### config.mk
export PLATFORM = sky130hd
export DESIGN_NAME = matmul_ctrl
export DESIGN_NICKNAME = d
export VERILOG_FILES = /design/src/rtl/matmul_pkg.sv /design/src/rtl/matmul_ctrl_mac.sv /design/src/rtl/matmul_ctrl.sv
export SDC_FILE = /design/constraint.sdc
export NUM_CORES = 1
export LEC_CHECK = 0
export BUFFER_PORTS_ARGS = -buffer_cell sky130_fd_sc_hd__buf_2
export CORE_MARGIN = 4
export CORE_UTILIZATION = 45
export DETAILED_ROUTE_END_ITERATION = 16
export SETUP_SLACK_MARGIN = 0.3
export SLEW_MARGIN = 10
export SYNTH_ARGS = -nofsm -noshare
export SYNTH_HDL_FRONTEND = slang
export SYNTH_HIERARCHICAL = 1
export SYNTH_SLANG_ARGS = --single-unit
### constraint.sdc
create_clock -name clock -period 16.2 [get_ports clock]
set_input_delay 2.43 -clock clock [delete_from_list [all_inputs] [get_ports clock]]
set_output_delay 2.43 -clock clock [all_outputs]
set_load 0.02 [all_outputs]
### src/rtl/matmul_pkg.sv
// Shared types and default sizes for the 8x8 matrix-multiply sequencer.
package matmul_pkg;

    typedef enum logic [1:0] {
        S_IDLE  = 2'd0,
        S_RUN   = 2'd1,
        S_DRAIN = 2'd2,
        S_DONE  = 2'd3
    } matmul_state_t;

    localparam int DEF_DATA_WIDTH  = 32;
    localparam int DEF_ADDR_WIDTH  = 10;
    localparam int DEF_MATRIX_SIZE = 8;

    // Loop-index width; a 1x1 matrix still needs one bit to hold index 0.
    function automatic int idx_width(input int n);
        return (n > 1) ? $clog2(n) : 1;
    endfunction

    localparam int DEF_IDX_W = idx_width(DEF_MATRIX_SIZE);

endpackage

### src/rtl/matmul_ctrl_mac.sv
// Data-cycle multiply/accumulate for one C element; MATMUL_CTRL_SAT_EN selects the
// full-precision accumulator with clamped write data instead of wrap-around arithmetic.
module matmul_mac
    import matmul_pkg::*;
#(
    parameter int DATA_WIDTH  = DEF_DATA_WIDTH,
    parameter int MATRIX_SIZE = DEF_MATRIX_SIZE
) (
    input  logic                  clock,
    input  logic                  reset,
    input  logic [DATA_WIDTH-1:0] i_a,
    input  logic [DATA_WIDTH-1:0] i_b,
    input  logic                  i_valid,
    input  logic                  i_first,
    input  logic                  i_last,
    output logic [DATA_WIDTH-1:0] o_sum,
    output logic                  o_wr_valid
);

`ifdef MATMUL_CTRL_SAT_EN
    localparam int ACC_W = 2 * DATA_WIDTH + $clog2(MATRIX_SIZE) + 1;
    localparam logic signed [ACC_W-1:0] SAT_MAX = {{(ACC_W-DATA_WIDTH+1){1'b0}}, {(DATA_WIDTH-1){1'b1}}};
    localparam logic signed [ACC_W-1:0] SAT_MIN = {{(ACC_W-DATA_WIDTH+1){1'b1}}, {(DATA_WIDTH-1){1'b0}}};

    logic signed [2*DATA_WIDTH-1:0] w_prod;
    logic signed [ACC_W-1:0]        r_acc;
    logic signed [ACC_W-1:0]        w_acc_nxt;
    logic [DATA_WIDTH-1:0]          w_res;

    function automatic logic [DATA_WIDTH-1:0] clamp(input logic signed [ACC_W-1:0] v);
        if (v > SAT_MAX) begin
            return SAT_MAX[DATA_WIDTH-1:0];
        end else if (v < SAT_MIN) begin
            return SAT_MIN[DATA_WIDTH-1:0];
        end else begin
            return v[DATA_WIDTH-1:0];
        end
    endfunction

    // Signed full-precision product added to the (possibly restarted) running sum.
    always_comb begin
        w_prod    = $signed(i_a) * $signed(i_b);
        w_acc_nxt = (i_first ? {ACC_W{1'b0}} : r_acc) + ACC_W'(w_prod);
        w_res     = clamp(w_acc_nxt);
    end
`else
    localparam int ACC_W = DATA_WIDTH;

    logic [DATA_WIDTH-1:0] w_prod;
    logic [ACC_W-1:0]      r_acc;
    logic [ACC_W-1:0]      w_acc_nxt;
    logic [DATA_WIDTH-1:0] w_res;

    // Low-half product and modulo-2^DATA_WIDTH sum, matching C int overflow.
    always_comb begin
        w_prod    = i_a * i_b;
        w_acc_nxt = (i_first ? {ACC_W{1'b0}} : r_acc) + w_prod;
        w_res     = w_acc_nxt;
    end
`endif

    // Accumulator and registered write data/strobe.
    always_ff @(posedge clock or negedge reset) begin
        if (!reset) begin
            r_acc      <= '0;
            o_sum      <= {DATA_WIDTH{1'b0}};
            o_wr_valid <= 1'b0;
        end else begin
            o_wr_valid <= i_valid & i_last;
            if (i_valid) begin
                r_acc <= w_acc_nxt;
            end
            if (i_valid && i_last) begin
                o_sum <= w_res;
            end
        end
    end

endmodule

### src/rtl/matmul_ctrl.sv
// i/j/k loop sequencer: issues A/B reads every cycle, tracks flags through the BRAM
// latency, and hands data to matmul_mac. Optional build macro: MATMUL_CTRL_SAT_EN.
module matmul_ctrl
    import matmul_pkg::*;
#(
    parameter int DATA_WIDTH  = DEF_DATA_WIDTH,
    parameter int ADDR_WIDTH  = DEF_ADDR_WIDTH,
    parameter int MATRIX_SIZE = DEF_MATRIX_SIZE
) (
    input  logic                  clock,
    input  logic                  reset,
    input  logic                  start,
    output logic                  busy,
    output logic                  done,
    output logic [ADDR_WIDTH-1:0] a_rd_addr,
    input  logic [DATA_WIDTH-1:0] a_rd_dout,
    output logic [ADDR_WIDTH-1:0] b_rd_addr,
    input  logic [DATA_WIDTH-1:0] b_rd_dout,
    output logic [ADDR_WIDTH-1:0] c_wr_addr,
    output logic [DATA_WIDTH-1:0] c_wr_din,
    output logic                  c_wr_en
);

    localparam int IDX_W = idx_width(MATRIX_SIZE);
    localparam logic [IDX_W-1:0] IDX_MAX = IDX_W'(MATRIX_SIZE - 1);

    matmul_state_t    r_state;
    logic [IDX_W-1:0] r_i, r_j, r_k;
    logic [IDX_W-1:0] w_nxt_i, w_nxt_j, w_nxt_k;
    logic [IDX_W-1:0] w_iss_i, w_iss_j, w_iss_k;
    logic             w_issue, w_iss_final;
    logic             r_busy, r_done;
    logic [ADDR_WIDTH-1:0] r_a_rd_addr, r_b_rd_addr, r_c_wr_addr;
    logic             r_s1_valid, r_s1_first, r_s1_last;
    logic [IDX_W-1:0] r_s1_i, r_s1_j;
    logic             r_s2_valid, r_s2_first, r_s2_last;
    logic [IDX_W-1:0] r_s2_i, r_s2_j;
    logic [DATA_WIDTH-1:0] w_sum;
    logic             w_wr_valid;

    function automatic logic [ADDR_WIDTH-1:0] flat_addr(input logic [IDX_W-1:0] row,
                                                        input logic [IDX_W-1:0] col);
        return ADDR_WIDTH'(int'(row) * MATRIX_SIZE + int'(col));
    endfunction

    // Counters hold the last issued (i,j,k); the start edge itself issues (0,0,0).
    always_comb begin
        w_nxt_k = (r_k == IDX_MAX) ? {IDX_W{1'b0}} : r_k + IDX_W'(1);
        w_nxt_j = r_j;
        w_nxt_i = r_i;
        if (r_k == IDX_MAX) begin
            w_nxt_j = (r_j == IDX_MAX) ? {IDX_W{1'b0}} : r_j + IDX_W'(1);
            if (r_j == IDX_MAX) begin
                w_nxt_i = (r_i == IDX_MAX) ? {IDX_W{1'b0}} : r_i + IDX_W'(1);
            end else begin
                w_nxt_i = r_i;
            end
        end else begin
            w_nxt_j = r_j;
        end
        if (r_state == S_IDLE) begin
            w_issue = start;
            w_iss_i = {IDX_W{1'b0}};
            w_iss_j = {IDX_W{1'b0}};
            w_iss_k = {IDX_W{1'b0}};
        end else if (r_state == S_RUN) begin
            w_issue = 1'b1;
            w_iss_i = w_nxt_i;
            w_iss_j = w_nxt_j;
            w_iss_k = w_nxt_k;
        end else begin
            w_issue = 1'b0;
            w_iss_i = {IDX_W{1'b0}};
            w_iss_j = {IDX_W{1'b0}};
            w_iss_k = {IDX_W{1'b0}};
        end
        w_iss_final = (w_iss_i == IDX_MAX) && (w_iss_j == IDX_MAX) && (w_iss_k == IDX_MAX);
    end

    // Sequencer FSM with registered busy/done.
    always_ff @(posedge clock or negedge reset) begin
        if (!reset) begin
            r_state <= S_IDLE;
            r_i     <= {IDX_W{1'b0}};
            r_j     <= {IDX_W{1'b0}};
            r_k     <= {IDX_W{1'b0}};
            r_busy  <= 1'b0;
            r_done  <= 1'b0;
        end else begin
            case (r_state)
                S_IDLE: begin
                    r_done <= 1'b0;
                    if (start) begin
                        r_i     <= {IDX_W{1'b0}};
                        r_j     <= {IDX_W{1'b0}};
                        r_k     <= {IDX_W{1'b0}};
                        r_busy  <= 1'b1;
                        r_state <= w_iss_final ? S_DRAIN : S_RUN;
                    end
                end
                S_RUN: begin
                    r_i <= w_nxt_i;
                    r_j <= w_nxt_j;
                    r_k <= w_nxt_k;
                    if (w_iss_final) begin
                        r_state <= S_DRAIN;
                    end
                end
                S_DRAIN: begin
                    // Final write is the one on the strobe once both flag stages are empty.
                    if (w_wr_valid && !r_s1_valid && !r_s2_valid) begin
                        r_state <= S_DONE;
                        r_done  <= 1'b1;
                    end
                end
                S_DONE: begin
                    r_done  <= 1'b0;
                    r_busy  <= 1'b0;
                    r_state <= S_IDLE;
                end
                default: begin
                    r_state <= S_IDLE;
                    r_done  <= 1'b0;
                    r_busy  <= 1'b0;
                end
            endcase
        end
    end

    // Read addresses, two-stage flag pipeline matching BRAM latency, C write address.
    always_ff @(posedge clock or negedge reset) begin
        if (!reset) begin
            r_a_rd_addr <= {ADDR_WIDTH{1'b0}};
            r_b_rd_addr <= {ADDR_WIDTH{1'b0}};
            r_c_wr_addr <= {ADDR_WIDTH{1'b0}};
            r_s1_valid  <= 1'b0;
            r_s1_first  <= 1'b0;
            r_s1_last   <= 1'b0;
            r_s1_i      <= {IDX_W{1'b0}};
            r_s1_j      <= {IDX_W{1'b0}};
            r_s2_valid  <= 1'b0;
            r_s2_first  <= 1'b0;
            r_s2_last   <= 1'b0;
            r_s2_i      <= {IDX_W{1'b0}};
            r_s2_j      <= {IDX_W{1'b0}};
        end else begin
            if (w_issue) begin
                r_a_rd_addr <= flat_addr(w_iss_i, w_iss_k);
                r_b_rd_addr <= flat_addr(w_iss_k, w_iss_j);
            end
            r_s1_valid <= w_issue;
            r_s1_first <= w_issue && (w_iss_k == {IDX_W{1'b0}});
            r_s1_last  <= w_issue && (w_iss_k == IDX_MAX);
            r_s1_i     <= w_iss_i;
            r_s1_j     <= w_iss_j;
            r_s2_valid <= r_s1_valid;
            r_s2_first <= r_s1_first;
            r_s2_last  <= r_s1_last;
            r_s2_i     <= r_s1_i;
            r_s2_j     <= r_s1_j;
            if (r_s2_valid && r_s2_last) begin
                r_c_wr_addr <= flat_addr(r_s2_i, r_s2_j);
            end
        end
    end

    matmul_mac #(
        .DATA_WIDTH (DATA_WIDTH),
        .MATRIX_SIZE(MATRIX_SIZE)
    ) u_mac (
        .clock     (clock),
        .reset     (reset),
        .i_a       (a_rd_dout),
        .i_b       (b_rd_dout),
        .i_valid   (r_s2_valid),
        .i_first   (r_s2_first),
        .i_last    (r_s2_last),
        .o_sum     (w_sum),
        .o_wr_valid(w_wr_valid)
    );

    assign busy      = r_busy;
    assign done      = r_done;
    assign a_rd_addr = r_a_rd_addr;
    assign b_rd_addr = r_b_rd_addr;
    assign c_wr_addr = r_c_wr_addr;
    assign c_wr_din  = w_sum;
    assign c_wr_en   = w_wr_valid;

endmodule
# After elaboration in Yosys (flattened, before gate mapping)
# Cells that the tools add are included.
[op_classes]
n_addsub = 7
bitwise_logic = 1
n_eq_ne = 12
multipliers = 1
n_mux = 28
reduce_logical = 19
[ops]
columns = ["cell", "count"]
rows = [
  ["$mux W3", 13],
  ["$add A32 B32 Y32", 1],
  ["$mul A32 B32 Y32", 1],
  ["$mux W32", 1],
  ["$add A6 B3 Y7", 3],
  ["$eq A3 B3 Y1 const B", 6],
  ["$pmux W3 S2", 3],
  ["$add A3 B1 Y3 const B", 3],
  ["$mux W2", 4],
  ["$pmux W2 S4", 1],
  ["$logic_and A1 B1 Y1", 7],
  ["$ne A2 B2 Y1 const B", 3],
  ["$reduce_and A2 Y1", 3],
  ["$reduce_bool A2 Y1", 3],
  ["$eq A2 B2 Y1 const B", 2],
  ["$mux W1", 4],
  ["$pmux W1 S2", 2],
  ["$logic_not A3 Y1", 1],
  ["$reduce_and A3 Y1", 1],
  ["$eq A2 B1 Y1 const B", 1],
  ["$logic_not A1 Y1", 2],
  ["$logic_not A2 Y1", 1],
  ["$reduce_or A2 Y1", 1],
  ["$and A1 B1 Y1", 1],
]
[word_totals]
ff_bits = 126
wordCells = 90
in_bits = 67
out_inout_bits = 65

# Logic depth before layout (Yosys ltp)
[depth]
ltp_word = 12
mapped_depth = 29
ltp_nobuf = 27

# Modules after synthesis
# The synthesis kept the hierarchy.
[modules_own_cells]
columns = ["mod", "seq_area_each_um2", "instances", "area_per_inst_um2", "cells_per_inst"]
rows = [
  ["matmul_mac", 1626.6, 1, 19660.1, 2099],
  ["matmul_ctrl", 1151.1, 1, 2125.8, 196],
]

# Worst setup path before layout
# OpenSTA, ideal clock, no wires.
[synth_timing]
path_kind = "input-to-reg"
startpoint = "input b_rd_dout[3]"
endpoint = "register u_mac.r_acc[31]"
slack_ns = 7.062
path_buffers = 2
t_required_ns = 16.061
arrival_ns = 9.000
path_stages = 27
setup_time_ns = 0.139
cell_sequence = "clkbuf_1 clkbuf_1 and2_1 fa_1 fa_1 fa_1 inv_1 fa_1 inv_1 fa_1 inv_1 fa_1 inv_1 fa_1 inv_1 fa_1 inv_1 ha_1 nand3_1 nor3_1 nand3_1 a211oi_2 o21ai_1 or3_1 a21oi_2 xnor2_1 a21oi_1"
[synth_between]
elab_chain_len = 2
[synth_lines]
columns = ["item", "line", "rtl"]
rows = [
  ["start: declaration", "matmul_ctrl.sv:18", "input logic [DATA_WIDTH-1:0] b_rd_dout,"],
  ["$mul A32 B32 Y32", "matmul_ctrl_mac.sv:56", "w_prod = i_a * i_b;"],
  ["$add A32 B32 Y32", "matmul_ctrl_mac.sv:57", "w_acc_nxt = (i_first ? {ACC_W{1'b0}} : r_acc) + w_prod;"],
  ["end signal: assignment", "matmul_ctrl_mac.sv:71", "r_acc <= w_acc_nxt;"],
  ["end: declaration", "matmul_ctrl_mac.sv:50", "logic [ACC_W-1:0] r_acc;"],
]
# Every way passes these cells.
# A chain may end at the register's enable or synchronous reset.

# Worst setup path in the final report
[layout_timing]
startpoint = "input b_rd_dout[0]"
endpoint = "register u_mac.r_acc[31]"
# Same word-level chain as after synthesis.

==> flow_summary.ini <==
[global_route]
gr-total-overflow = 0
grt_pass1_vias = 16900
grt_start_max_net_pins = 66
gr-usage-all-layers = 0.220
grt_antenna_before_repair = 3
global_route_wire_length_before_repair_mm = 91.9

[yosys]
multiplexer_fraction_of_the_synthesized_cell_area = 0.0281
ys_top_cells_by_area = sky130_fd_sc_hd__fa_1 (40%), sky130_fd_sc_hd__dfrtp_1 (13%), sky130_fd_sc_hd__and2_1 (11%), sky130_fd_sc_hd__inv_1 (8.8%), sky130_fd_sc_hd__ha_1 (7.7%)
yosys_warnings = 6
synth_cells = 2295
async_flop_share = 1.00
synth_sequential_area_ratio = 0.127
synth_area_leader_cell = sky130_fd_sc_hd__fa_1
synthAdderAreaFrac = 0.479
synth_area_in_xor_xnor = 0.0334
synth-edff-count = 0
yosysUniqueCellTypes = 63
synth-simple-area-share = 0.175
synth_top_family_by_area = adder cells
netlist.area_leader.share = 0.402
fraction_of_the_mapped_netlist_area_in_compound_gates = 0.0447
synth_seq_cells = 111
most_instantiated_flip_flop_cell_in_the_synthesis_netlist = sky130_fd_sc_hd__dfrtp_1
post_synth_instance_area_um2 = 21800
syn_area_per_cell_um2 = 9.49

[route]
wl_per_cell_um = 18.8
route.detailed.vias_per_inst = 5.08
route.final.wire_length_mm = 55.4
drtIter0Drc = 692
drc_violations_left = 0
initial_drt_pass_iterations = 7
detailroute.via_count = 15000
routed_antenna_nets = 0

[sta]
finalMaxSlewViolations = 0
finalClockSkew_ns = 0.0147
setup_total_negative_slack_ns = 0
layout_min_cycle_time_ns = 9.56
hold_viol_final = 0
timing.max_slew.rel_slack = 0.436
setup_viol = 0
fmax_mhz = 105
rsz0062_at_grt = false
timing.final.crit_share = 0.590
worst_slew_pin_slew_ns = 0.845

[floorplanning]
floorplan.die_area_um2 = 52000
placeable_core_region_um2 = 47800
dieWidth_um = 228
placement_row_count = 80
die_h_um = 228
starting_density = 0.455
pin_count = 132

[clock_tree]
cts-root-buf = sky130_fd_sc_hd__clkbuf_16
clock_sink_count = 111
post-cts-setup-buffers = 0
clock_tree_from_tritoncts = done
ctsLongestPathBuffers = 2
cts_resized = 0
clock_network_latency_to_the_later_pin_of_the_worst_skew_pair_ns = 0.37
cts_inserted_buffers = 9
cts_hold_repair.buffers = 0
clk_pin_slew_ns = 0.08
clock_tree.htree_level_count = 3

[worst_setup_path]
critical_path_arrival_ns = 9.79
timing.critical_path.fanout_max = 32
critPathLaunchType = input port
worst_setup_path_type = in2reg
setup.worst_path.end_class = register
critPathRequiredTime_ns = 16.43

[final_layout]
mostFrequentLayoutCell = sky130_fd_sc_hd__inv_1
num-nets-final = 2965
share_of_final_layout_standard_cells_stronger_than_drive_strength_1 = 0.0888
antenna_cells = 0
area.growth.synth_to_final_pct = 5.73
layout_common_cells = sky130_fd_sc_hd__inv_1 (510), sky130_fd_sc_hd__fa_1 (438), sky130_fd_sc_hd__and2_1 (377)

[hold_path]
min-delay-path-class = reg2reg

[place]
gp_routability_congestion = 0.869
dp.final_hpwl_mm = 45.2
numPortBuffers = 119

[status]
status = completed

[run]
max-cap-violations = 0
## worst paths after layout
| check | endpoint | startpoint | slack [ns] | depth (start not counted) |
|---|---|---|---|---|
| worst min-delay path | r_s2_last | r_s1_last | 0.35 | 0 |
| max in group asynchronous | u_mac/o_sum[14] | reset | 12.83 | 2 |
| worst min register to register | r_s2_last | r_s1_last | 0.35 | 0 |
| worst max-delay path | u_mac/r_acc[31] | b_rd_dout[0] | 6.64 | 27 |
| worst max register to register | u_mac/r_acc[31] | r_s2_first | 8.47 | 27 |
| min in group asynchronous | r_s1_i[1] | reset | 2.06 | 1 |
## layout make-up
type | count | area, um2
Clock buffer | 9 | 225
Timing Repair Buffer | 126 | 651
Fill cell | 4541 | 24800
Multi-Input combinational cell | 1567 | 16600
Tap cell | 615 | 769
Inverter | 511 | 1920
Sequential cell | 111 | 2780
Clock inverter | 7 | 66.3
## critical path: stages
cell and delay [ns]:
sky130_fd_sc_hd__buf_2 0.47, sky130_fd_sc_hd__nand2_1 0.15, sky130_fd_sc_hd__fa_1 0.53, sky130_fd_sc_hd__inv_1 0.06, sky130_fd_sc_hd__fa_1 0.51, sky130_fd_sc_hd__fa_1 0.50, sky130_fd_sc_hd__inv_1 0.06, sky130_fd_sc_hd__fa_1 0.53
sky130_fd_sc_hd__inv_1 0.05, sky130_fd_sc_hd__fa_1 0.49, sky130_fd_sc_hd__inv_1 0.06, sky130_fd_sc_hd__fa_1 0.53, sky130_fd_sc_hd__inv_1 0.05, sky130_fd_sc_hd__fa_1 0.50, sky130_fd_sc_hd__inv_1 0.06, sky130_fd_sc_hd__fa_1 0.48
sky130_fd_sc_hd__inv_1 0.04, sky130_fd_sc_hd__ha_1 0.40, sky130_fd_sc_hd__nand3_1 0.16, sky130_fd_sc_hd__nor3_1 0.26, sky130_fd_sc_hd__nand3_1 0.16, sky130_fd_sc_hd__a211oi_2 0.38, sky130_fd_sc_hd__o21ai_1 0.15, sky130_fd_sc_hd__or3_1 0.38
sky130_fd_sc_hd__a21oi_2 0.14, sky130_fd_sc_hd__xnor2_1 0.15, sky130_fd_sc_hd__a21oi_1 0.09
## logic make-up (layout without fill, tap and decap cells)
family / after synthesis / count (layout)
compound gates: 149 / 149
xor+xnor: 83 / 83
fa+ha+maj: 572 / 572
buf+inv: 628 / 653
flops: 111 / 111
mux: 55 / 55
other cells: 1 / 12
simple gates: 696 / 696
## sequential cells by signal, indices dropped and copies added (netlist names), 2 cells and up
| register | count |
|---|---|
| b_rd_addr | 5 |
| r_state | 2 |
| r_s2_j | 3 |
| r_k | 3 |
| u_mac/o_sum | 32 |
| a_rd_addr | 4 |
| r_s1_j | 3 |
| r_s1_i | 3 |
| r_s2_i | 3 |
| c_wr_addr | 6 |
| r_i | 3 |
| r_j | 3 |
| u_mac/r_acc | 32 |
## through the flow
step	setup WS, ns	std cells	hold slack (ns)	utilization	area (um2)
5_1_grt	6.24	2946	0.363	0.481	23000
4_1_cts	6.67	2946	0.354	0.481	23000
3_3_place_gp	6.41	2930	0.332	0.475	22700
2_1_floorplan	7.06	2306	0.331	-	21800
3_5_place_dp	6.30	2930	0.336	0.475	22700
6_report	6.64	2946	0.351	0.481	23000
## Yosys cell counts (4+ instances only)
master / count
sky130_fd_sc_hd__a21o_1: 17
sky130_fd_sc_hd__nor2_1: 27
sky130_fd_sc_hd__o211ai_1: 5
sky130_fd_sc_hd__nor4_1: 7
sky130_fd_sc_hd__xnor2_1: 69
sky130_fd_sc_hd__and2_1: 377
sky130_fd_sc_hd__mux2i_1: 6
sky130_fd_sc_hd__o21bai_1: 5
sky130_fd_sc_hd__ha_1: 134
sky130_fd_sc_hd__nand2b_1: 18
sky130_fd_sc_hd__o21ai_1: 4
sky130_fd_sc_hd__inv_1: 510
sky130_fd_sc_hd__a21boi_0: 7
sky130_fd_sc_hd__buf_4: 15
sky130_fd_sc_hd__a211oi_1: 5
sky130_fd_sc_hd__mux2_2: 49
sky130_fd_sc_hd__and3_1: 4
sky130_fd_sc_hd__clkbuf_1: 91
sky130_fd_sc_hd__nor3b_1: 5
sky130_fd_sc_hd__nor2b_1: 28
sky130_fd_sc_hd__fa_1: 438
sky130_fd_sc_hd__dfrtp_1: 111
sky130_fd_sc_hd__o31ai_1: 4
sky130_fd_sc_hd__buf_1: 8
sky130_fd_sc_hd__nand4_1: 5
sky130_fd_sc_hd__xor2_1: 14
sky130_fd_sc_hd__a31oi_1: 5
sky130_fd_sc_hd__nand2_1: 192
sky130_fd_sc_hd__nor3_1: 6
sky130_fd_sc_hd__nand3_1: 13
sky130_fd_sc_hd__o21ai_0: 35
sky130_fd_sc_hd__a21oi_1: 36
## layer usage
metal,global-route usage,part of all wire,wire (um)
met5,0,0.00043,24
met3,0.0363,0.054,2990
met1,0.311,0.46,25300
met4,0.0501,0.020,1090
met2,0.357,0.47,26000
Power is left out: the tool's default activity adds up to more than one toggle a clock period on the data nets, which glitch-free logic cannot reach.
